**config.mk**
```make
export PLATFORM = sky130hd
export DESIGN_NAME = axi_ext_slave_gate_flat
export DESIGN_NICKNAME = d
export VERILOG_FILES = /design/src/rtl/axi_ext_slave_gate_if.sv /design/src/rtl/axi_ext_slave_gate.sv /design/src/flat_wrapper.sv
export SDC_FILE = /design/constraint.sdc
export NUM_CORES = 1
export LEC_CHECK = 0
export ABC_AREA = 1
export ABC_CLOCK_PERIOD_IN_PS = 4100
export BUFFER_PORTS_ARGS = -buffer_cell sky130_fd_sc_hd__buf_2
export CORE_MARGIN = 3
export CORE_UTILIZATION = 35
export CTS_BUF_LIST = sky130_fd_sc_hd__clkbuf_4
export CTS_CLUSTER_DIAMETER = 50
export CTS_CLUSTER_SIZE = 14
export DETAILED_ROUTE_END_ITERATION = 10
export GPL_ROUTABILITY_DRIVEN = 0
export PLACE_DENSITY = 0.56
export SYNTH_ARGS = -nofsm -noshare
export SYNTH_HDL_FRONTEND = slang
export SYNTH_SLANG_ARGS = --single-unit
```
**constraint.sdc**
```tcl
create_clock -name ACLK -period 4.1 [get_ports ACLK]
set_input_delay 0.615 -clock ACLK [delete_from_list [all_inputs] [get_ports ACLK]]
set_output_delay 0.615 -clock ACLK [all_outputs]
set_load 0.02 [all_outputs]
```
**src/rtl/axi_ext_slave_gate_if.sv**
```systemverilog
// Valid/ready handshake bundle gated by axi_ext_slave_gate.
// The slave modport is the gate's view and the master modport is the view of the surrounding system.
interface axi_ext_slave_gate_if;
  logic S_AXI_AWVALID;
  logic S_AXI_AWREADY;
  logic M_AXI_AWVALID;
  logic M_AXI_AWREADY;
  logic S_AXI_WVALID;
  logic S_AXI_WLAST;
  logic S_AXI_WREADY;
  logic M_AXI_WVALID;
  logic M_AXI_WREADY;
  logic S_AXI_ARVALID;
  logic S_AXI_ARREADY;
  logic M_AXI_ARVALID;
  logic M_AXI_ARREADY;
  logic M_AXI_BVALID;
  logic S_AXI_BREADY;
  logic M_AXI_RVALID;
  logic M_AXI_RLAST;
  logic S_AXI_RREADY;

  modport slave (
    input  S_AXI_AWVALID, M_AXI_AWREADY,
    output M_AXI_AWVALID, S_AXI_AWREADY,
    input  S_AXI_WVALID, S_AXI_WLAST, M_AXI_WREADY,
    output M_AXI_WVALID, S_AXI_WREADY,
    input  S_AXI_ARVALID, M_AXI_ARREADY,
    output M_AXI_ARVALID, S_AXI_ARREADY,
    input  M_AXI_BVALID, S_AXI_BREADY,
    input  M_AXI_RVALID, M_AXI_RLAST, S_AXI_RREADY
  );

  modport master (
    output S_AXI_AWVALID, M_AXI_AWREADY,
    input  M_AXI_AWVALID, S_AXI_AWREADY,
    output S_AXI_WVALID, S_AXI_WLAST, M_AXI_WREADY,
    input  M_AXI_WVALID, S_AXI_WREADY,
    output S_AXI_ARVALID, M_AXI_ARREADY,
    input  M_AXI_ARVALID, S_AXI_ARREADY,
    output M_AXI_BVALID, S_AXI_BREADY,
    output M_AXI_RVALID, M_AXI_RLAST, S_AXI_RREADY
  );
endinterface

```
**src/rtl/axi_ext_slave_gate.sv**
```systemverilog
// Outstanding-transaction limiter and quiesce gate for an external AXI slave.
// Only the valid/ready pairs are gated; payload, B and R channels bypass this block.
module axi_ext_slave_gate #(
  parameter int C_MAX_OUTSTANDING = 8,
  parameter int C_CNT_WIDTH       = 4
) (
  input  logic                   ACLK,
  input  logic                   ARESETN,
  axi_ext_slave_gate_if.slave    bus,
  input  logic                   QUIESCE_REQ,
  output logic                   QUIESCE_ACK,
  output logic [C_CNT_WIDTH-1:0] WR_OUTSTANDING,
  output logic [C_CNT_WIDTH-1:0] RD_OUTSTANDING,
  output logic                   CNT_ERR
);

  typedef enum logic [1:0] {ST_RUN, ST_DRAIN, ST_QUIESCED} state_t;

  localparam logic [C_CNT_WIDTH-1:0] MAX_CNT = C_CNT_WIDTH'(C_MAX_OUTSTANDING);
  localparam logic [C_CNT_WIDTH-1:0] ONE     = C_CNT_WIDTH'(1);

  state_t state_reg, state_next;

  // Counter index 0: write bursts, 1: read bursts, 2: write-data credit.
  logic [2:0] cnt_inc, cnt_dec, cnt_err_hit, cnt_zero;
  logic       cnt_err_reg;

  // Address channel index 0: AW, 1: AR.
  logic [1:0] addr_s_valid, addr_m_ready, addr_m_valid, addr_s_ready;
  logic [1:0] addr_en, addr_hs, addr_hold_reg, below_max;

  logic w_en, wlhs, bhs, rlhs;

  assign addr_s_valid = {bus.S_AXI_ARVALID, bus.S_AXI_AWVALID};
  assign addr_m_ready = {bus.M_AXI_ARREADY, bus.M_AXI_AWREADY};

  generate
    for (genvar gi = 0; gi < 2; gi++) begin : g_addr
      // A hold keeps an already-presented valid alive through throttling or drain.
      assign addr_en[gi]      = ((state_reg == ST_RUN) & below_max[gi]) | addr_hold_reg[gi];
      assign addr_m_valid[gi] = addr_s_valid[gi] & addr_en[gi];
      assign addr_s_ready[gi] = addr_m_ready[gi] & addr_en[gi];
      assign addr_hs[gi]      = addr_m_valid[gi] & addr_m_ready[gi];

      always_ff @(posedge ACLK or negedge ARESETN) begin
        if (!ARESETN) begin
          addr_hold_reg[gi] <= 1'b0;
        end else if (addr_hs[gi]) begin
          addr_hold_reg[gi] <= 1'b0;
        end else if (addr_m_valid[gi]) begin
          addr_hold_reg[gi] <= 1'b1;
        end
      end
    end
  endgenerate

  assign bus.M_AXI_AWVALID = addr_m_valid[0];
  assign bus.S_AXI_AWREADY = addr_s_ready[0];
  assign bus.M_AXI_ARVALID = addr_m_valid[1];
  assign bus.S_AXI_ARREADY = addr_s_ready[1];

  assign w_en             = ~cnt_zero[2];
  assign bus.M_AXI_WVALID = bus.S_AXI_WVALID & w_en;
  assign bus.S_AXI_WREADY = bus.M_AXI_WREADY & w_en;

  assign wlhs = bus.M_AXI_WVALID & bus.M_AXI_WREADY & bus.S_AXI_WLAST;
  assign bhs  = bus.M_AXI_BVALID & bus.S_AXI_BREADY;
  assign rlhs = bus.M_AXI_RVALID & bus.S_AXI_RREADY & bus.M_AXI_RLAST;

  assign cnt_inc = {addr_hs[0], addr_hs[1], addr_hs[0]};
  assign cnt_dec = {wlhs, rlhs, bhs};

  generate
    for (genvar gi = 0; gi < 3; gi++) begin : g_cnt
      logic [C_CNT_WIDTH-1:0] cnt_reg;
      logic                   step_up, step_dn;

      assign step_up         = cnt_inc[gi] & ~cnt_dec[gi];
      assign step_dn         = cnt_dec[gi] & ~cnt_inc[gi];
      assign cnt_zero[gi]    = (cnt_reg == '0);
      // Underflow is clamped at zero and reported through the sticky error flag.
      assign cnt_err_hit[gi] = step_dn & cnt_zero[gi];

      always_ff @(posedge ACLK or negedge ARESETN) begin
        if (!ARESETN) begin
          cnt_reg <= '0;
        end else if (step_up) begin
          cnt_reg <= cnt_reg + ONE;
        end else if (step_dn && !cnt_zero[gi]) begin
          cnt_reg <= cnt_reg - ONE;
        end
      end
    end
  endgenerate

  assign below_max = {(g_cnt[1].cnt_reg < MAX_CNT), (g_cnt[0].cnt_reg < MAX_CNT)};

  always_ff @(posedge ACLK or negedge ARESETN) begin
    if (!ARESETN) begin
      cnt_err_reg <= 1'b0;
    end else if (|cnt_err_hit) begin
      cnt_err_reg <= 1'b1;
    end
  end

  always_ff @(posedge ACLK or negedge ARESETN) begin
    if (!ARESETN) begin
      state_reg <= ST_RUN;
    end else begin
      state_reg <= state_next;
    end
  end

  always_comb begin
    state_next = state_reg;
    case (state_reg)
      ST_RUN: begin
        if (QUIESCE_REQ) state_next = ST_DRAIN;
      end
      ST_DRAIN: begin
        if (!QUIESCE_REQ) begin
          state_next = ST_RUN;
        end else if ((&cnt_zero) && (addr_hold_reg == 2'b00)) begin
          state_next = ST_QUIESCED;
        end
      end
      ST_QUIESCED: begin
        if (!QUIESCE_REQ) state_next = ST_RUN;
      end
      default: state_next = ST_RUN;
    endcase
  end

  assign QUIESCE_ACK    = (state_reg == ST_QUIESCED);
  assign WR_OUTSTANDING = g_cnt[0].cnt_reg;
  assign RD_OUTSTANDING = g_cnt[1].cnt_reg;
  assign CNT_ERR        = cnt_err_reg;

endmodule

```
**src/flat_wrapper.sv**
```systemverilog
// flat-port wrapper written by rule: the top's interface ports become plain ports
module axi_ext_slave_gate_flat 
#(
  parameter int C_MAX_OUTSTANDING = 8,
  parameter int C_CNT_WIDTH       = 4
)
  (ACLK, ARESETN, QUIESCE_REQ, QUIESCE_ACK, WR_OUTSTANDING, RD_OUTSTANDING, CNT_ERR, bus_S_AXI_AWVALID, bus_M_AXI_AWREADY, bus_M_AXI_AWVALID, bus_S_AXI_AWREADY, bus_S_AXI_WVALID, bus_S_AXI_WLAST, bus_M_AXI_WREADY, bus_M_AXI_WVALID, bus_S_AXI_WREADY, bus_S_AXI_ARVALID, bus_M_AXI_ARREADY, bus_M_AXI_ARVALID, bus_S_AXI_ARREADY, bus_M_AXI_BVALID, bus_S_AXI_BREADY, bus_M_AXI_RVALID, bus_M_AXI_RLAST, bus_S_AXI_RREADY);
  axi_ext_slave_gate_if bus_i ();
  input  logic ACLK;
  input  logic ARESETN;
  input  logic QUIESCE_REQ;
  output logic QUIESCE_ACK;
  output logic [C_CNT_WIDTH-1:0] WR_OUTSTANDING;
  output logic [C_CNT_WIDTH-1:0] RD_OUTSTANDING;
  output logic CNT_ERR;
  input wire logic [$bits(bus_i.S_AXI_AWVALID)-1:0] bus_S_AXI_AWVALID;
  input wire logic [$bits(bus_i.M_AXI_AWREADY)-1:0] bus_M_AXI_AWREADY;
  output wire logic [$bits(bus_i.M_AXI_AWVALID)-1:0] bus_M_AXI_AWVALID;
  output wire logic [$bits(bus_i.S_AXI_AWREADY)-1:0] bus_S_AXI_AWREADY;
  input wire logic [$bits(bus_i.S_AXI_WVALID)-1:0] bus_S_AXI_WVALID;
  input wire logic [$bits(bus_i.S_AXI_WLAST)-1:0] bus_S_AXI_WLAST;
  input wire logic [$bits(bus_i.M_AXI_WREADY)-1:0] bus_M_AXI_WREADY;
  output wire logic [$bits(bus_i.M_AXI_WVALID)-1:0] bus_M_AXI_WVALID;
  output wire logic [$bits(bus_i.S_AXI_WREADY)-1:0] bus_S_AXI_WREADY;
  input wire logic [$bits(bus_i.S_AXI_ARVALID)-1:0] bus_S_AXI_ARVALID;
  input wire logic [$bits(bus_i.M_AXI_ARREADY)-1:0] bus_M_AXI_ARREADY;
  output wire logic [$bits(bus_i.M_AXI_ARVALID)-1:0] bus_M_AXI_ARVALID;
  output wire logic [$bits(bus_i.S_AXI_ARREADY)-1:0] bus_S_AXI_ARREADY;
  input wire logic [$bits(bus_i.M_AXI_BVALID)-1:0] bus_M_AXI_BVALID;
  input wire logic [$bits(bus_i.S_AXI_BREADY)-1:0] bus_S_AXI_BREADY;
  input wire logic [$bits(bus_i.M_AXI_RVALID)-1:0] bus_M_AXI_RVALID;
  input wire logic [$bits(bus_i.M_AXI_RLAST)-1:0] bus_M_AXI_RLAST;
  input wire logic [$bits(bus_i.S_AXI_RREADY)-1:0] bus_S_AXI_RREADY;
  assign bus_i.S_AXI_AWVALID = bus_S_AXI_AWVALID;
  assign bus_i.M_AXI_AWREADY = bus_M_AXI_AWREADY;
  assign bus_M_AXI_AWVALID = bus_i.M_AXI_AWVALID;
  assign bus_S_AXI_AWREADY = bus_i.S_AXI_AWREADY;
  assign bus_i.S_AXI_WVALID = bus_S_AXI_WVALID;
  assign bus_i.S_AXI_WLAST = bus_S_AXI_WLAST;
  assign bus_i.M_AXI_WREADY = bus_M_AXI_WREADY;
  assign bus_M_AXI_WVALID = bus_i.M_AXI_WVALID;
  assign bus_S_AXI_WREADY = bus_i.S_AXI_WREADY;
  assign bus_i.S_AXI_ARVALID = bus_S_AXI_ARVALID;
  assign bus_i.M_AXI_ARREADY = bus_M_AXI_ARREADY;
  assign bus_M_AXI_ARVALID = bus_i.M_AXI_ARVALID;
  assign bus_S_AXI_ARREADY = bus_i.S_AXI_ARREADY;
  assign bus_i.M_AXI_BVALID = bus_M_AXI_BVALID;
  assign bus_i.S_AXI_BREADY = bus_S_AXI_BREADY;
  assign bus_i.M_AXI_RVALID = bus_M_AXI_RVALID;
  assign bus_i.M_AXI_RLAST = bus_M_AXI_RLAST;
  assign bus_i.S_AXI_RREADY = bus_S_AXI_RREADY;
  axi_ext_slave_gate #(.C_MAX_OUTSTANDING(C_MAX_OUTSTANDING), .C_CNT_WIDTH(C_CNT_WIDTH)) u_core (.ACLK(ACLK), .ARESETN(ARESETN), .bus(bus_i), .QUIESCE_REQ(QUIESCE_REQ), .QUIESCE_ACK(QUIESCE_ACK), .WR_OUTSTANDING(WR_OUTSTANDING), .RD_OUTSTANDING(RD_OUTSTANDING), .CNT_ERR(CNT_ERR));
endmodule
```
==> results.md <==
Pwr
* IR Drop Worst-Case VDD: 0.3054 mV
* power density normalized to cell area: 645.8 mW/mm2
* Total Power: 0.9665 mW
* static leakage: 0.8387 nW

Cells and area
* Post-Route Utilization: 43.81%
* proportion of layout cells with a drive suffix above 1: 28.65%
* fill count: 365
* diode count: 0
* total number of nets in the final design: 217
* P&R area growth vs syn: 18.65%

Global routing
* Tot GR Track Use: 12.79%
* via count of the first global-routing pass: 1040
* total congestion overflow: 0
* maximum number of pins on one net before global-route repair: 18
* number of antenna violations at the first check in global routing: 0
* global-route wire length before repair: 4353 um

Die
* floorplan die area: 0.004360 mm2
* number of rows created at floorplan: 21
* initial core utilization: 36.92%
* overall die width: 66.03 um
* area inside the core boundary: 0.003416 mm2
* die height: 66.03 um
* number of I/O pins: 31

Worst setup path
* longest individual stage delay on the worst path: 0.47 ns
* Slowest cell on crit path: sky130_fd_sc_hd__dfrtp_1
* sequence of cells on the critical path: nor2_1, nand2_1, nand3b_1, nand3_4, ha_1, a21o_1, a21oi_1, inv_1, nand2_2, nand2_1, nand2_1, nand2_1
* data arrival time at the worst-slack endpoint: 2.33 ns
* kind of start point of the critical path: flip-flop
* Critical Setup Path Class: flip-flop to flip-flop
* source of the worst register-to-register timing path: u_core.g_cnt[2].cnt_reg[0]
* Critical Path Fanout Max: 8
* endpoint kind of the worst setup timing path: flip-flop
* most common cell type on the critical path: sky130_fd_sc_hd__nand2_1
* endpoint required time on the critical path: 4.30 ns
* critical path launch point: u_core.g_cnt[2].cnt_reg[0]

Synthesis
* cell with the most instances after synthesis: sky130_fd_sc_hd__nand2_1
* most used standard cells in the synthesized netlist: 38 x sky130_fd_sc_hd__nand2_1, 26 x sky130_fd_sc_hd__inv_1, 18 x sky130_fd_sc_hd__nand3_1
* post-synth cell types: 25
* post-synthesis sequential area ratio: 33.73%
* number of synthesis warnings: 0
* netlist area before placement: 0.001261 mm2
* number of enable-type register cells in the synthesized netlist: 0
* post-synthesis sequential element count: 17
* area share of the leading cell type in the synthesized netlist: 33.73%
* Cells after Synth: 158
* area leader, netlist: sky130_fd_sc_hd__dfrtp_1
* Mean Syn Cell Area: 7.982 um2
* largest cells by area after synthesis: sky130_fd_sc_hd__dfrtp_1 34%, sky130_fd_sc_hd__nand2_1 11%, sky130_fd_sc_hd__inv_1 7.7%, sky130_fd_sc_hd__nand3_1 7.1%, sky130_fd_sc_hd__ha_1 6.0%
* top flip-flop cell by instance count after synthesis: sky130_fd_sc_hd__dfrtp_1
* share of flip-flops with an asynchronous set or reset after synthesis: 100.0%
* Syn Nets: 182

Clocking
* Skew-Pair Late Insertion Delay: 0.30 ns
* deepest clock path buffer count: 2
* post-CTS resize count: 0
* TritonCTS clock tree: yes
* clock transition at the registers of the reported paths: 0.11 ns
* clock root buffer: sky130_fd_sc_hd__clkbuf_4
* number of buffers inserted during clock tree synthesis: 3
* H-Tree Depth: 1
* CTS sink cnt: 17
* # Post-CTS Setup Buffers: 0
* # hold bufs at CTS: 0

Routing
* WL per Instance: 10.83 um
* wirelength, routed: 2578 um
* number of remaining DRC errors: 0
* number of iterations in the first detailed-routing pass: 4
* first-iteration detailed-routing DRC count: 26
* Post-DRT Antenna Nets: 0
* post-DR vias/cell: 4.647
* vias after detailed routing: 1106

STA
* share of the cycle needed by the critical path after routing: 52.01%
* min Tclk post-route: 2.132 ns
* setup TNS: 0 ns
* worst-case clock skew: 0.002632 ns
* unrepaired setup endpoints after global routing: false
* slew at the pin closest to its max-slew limit: 0.4158 ns
* relative slew slack: 72.28%
* Final Hold Violating Endpoints: 0
* final number of max-transition violations: 0
* Final setup viols: 0
* Max Freq: 0.4690 GHz

Job
* Maximum Capacitance Violations: 0

Placement
* number of buffer cells added on primary ports: 30
* HPWL Detailed: 2110 um

Outcome
* run status: finished, final reports clean

Min path
* class of the tightest hold or removal check: input port to asynchronous set/reset pin

[kinds of logic (layout without fill, tap and decap cells)]
family / after synthesis / in the layout / synth area share [%]
fa+ha+maj: 9 / 9 / 10.71
flops: 17 / 17 / 33.73
compound gates: 11 / 11 / 5.953
buf+inv: 28 / 62 / 8.829
simple gates: 90 / 90 / 38.69
xor+xnor: 3 / 3 / 2.084
[layout by cell type, fill, tap and decap left out, types with 3 or more instances in the layout]
master                     synthesis  final
sky130_fd_sc_hd__xor2_1            3      3
sky130_fd_sc_hd__nor2_1           10     10
sky130_fd_sc_hd__clkbuf_4          0      3
sky130_fd_sc_hd__buf_2             0     30
sky130_fd_sc_hd__a21oi_1           4      4
sky130_fd_sc_hd__fa_1              3      3
sky130_fd_sc_hd__inv_1            26     26
sky130_fd_sc_hd__nand3_4           3      3
sky130_fd_sc_hd__nand3_1          18     18
sky130_fd_sc_hd__nand4_1           3      3
sky130_fd_sc_hd__nand2_1          38     38
sky130_fd_sc_hd__dfrtp_1          17     17
sky130_fd_sc_hd__nand2_2           8      8
sky130_fd_sc_hd__ha_1              6      6
sky130_fd_sc_hd__nand2_4           4      4
[through the flow]
stage	hold WS (ns)	instance area [um2]	instances	setup slack [ns]
floorplan	0.3194	1261	158	2.011
global placement	0.4707	1469	234	1.985
detailed placement	0.4890	1469	234	1.921
CTS	0.2300	1496	238	1.965
global route	0.2334	1496	238	1.740
finish	0.2293	1496	238	1.968
[layer usage]
metal	wire length, um	up-vias	part of all wire, %	GRT usage [%]
li1	-	572	-	-
met5	0	-	0	0
met3	149	2	5.8	4.082
met4	13	0	0.50	2.284
met2	1163	33	45	20.90
met1	1251	499	49	16.68
[cell type report]
type / count / area [um2] / share of cell area, %
multi-input combinational: 113 / 724.4 / 48.41
sequential: 17 / 425.4 / 28.43
timing repair buffer: 30 / 150.1 / 10.03
inverter: 28 / 111.4 / 7.441
tap: 46 / 57.56 / 3.846
clock buffer: 3 / 22.52 / 1.505
clock inverter: 1 / 5.005 / 0.3344
[final timing paths]
path                                         endpoint  slack, ns  depth (start not counted)
setup / recovery           u_core.g_cnt[2].cnt_reg[3]       1.97                         12
hold / removal               u_core.RD_OUTSTANDING[3]       0.23                          1
setup reg to reg           u_core.g_cnt[2].cnt_reg[3]       1.97                         12
hold reg to reg                        u_core.CNT_ERR       0.51                          1
max in group asynchronous    u_core.WR_OUTSTANDING[0]       3.58                          1
min in group ACLK                      u_core.CNT_ERR       0.51                          1
[critical path: cells and delay by family, from the launching register on]
| kind | cells | cell delay, ns |
|---|---|---|
| and+or+nand+nor | 8 | 0.83 |
| DFF | 1 | 0.47 |
| AOI/OAI and AO/OA | 2 | 0.33 |
| adders and majority gates | 1 | 0.32 |
| buffers and inverters | 1 | 0.07 |
[power breakdown]
| group | internal, mW | switching (mW) | leakage (nW) |
|---|---|---|---|
| registers | 0.237 | 0.0743 | 0.204 |
| logic | 0.212 | 0.348 | 0.617 |
| clock network | 0.0364 | 0.0581 | 0.0177 |
| total | 0.486 | 0.481 | 0.839 |
Note: power is estimated with default switching activity, not from simulation.
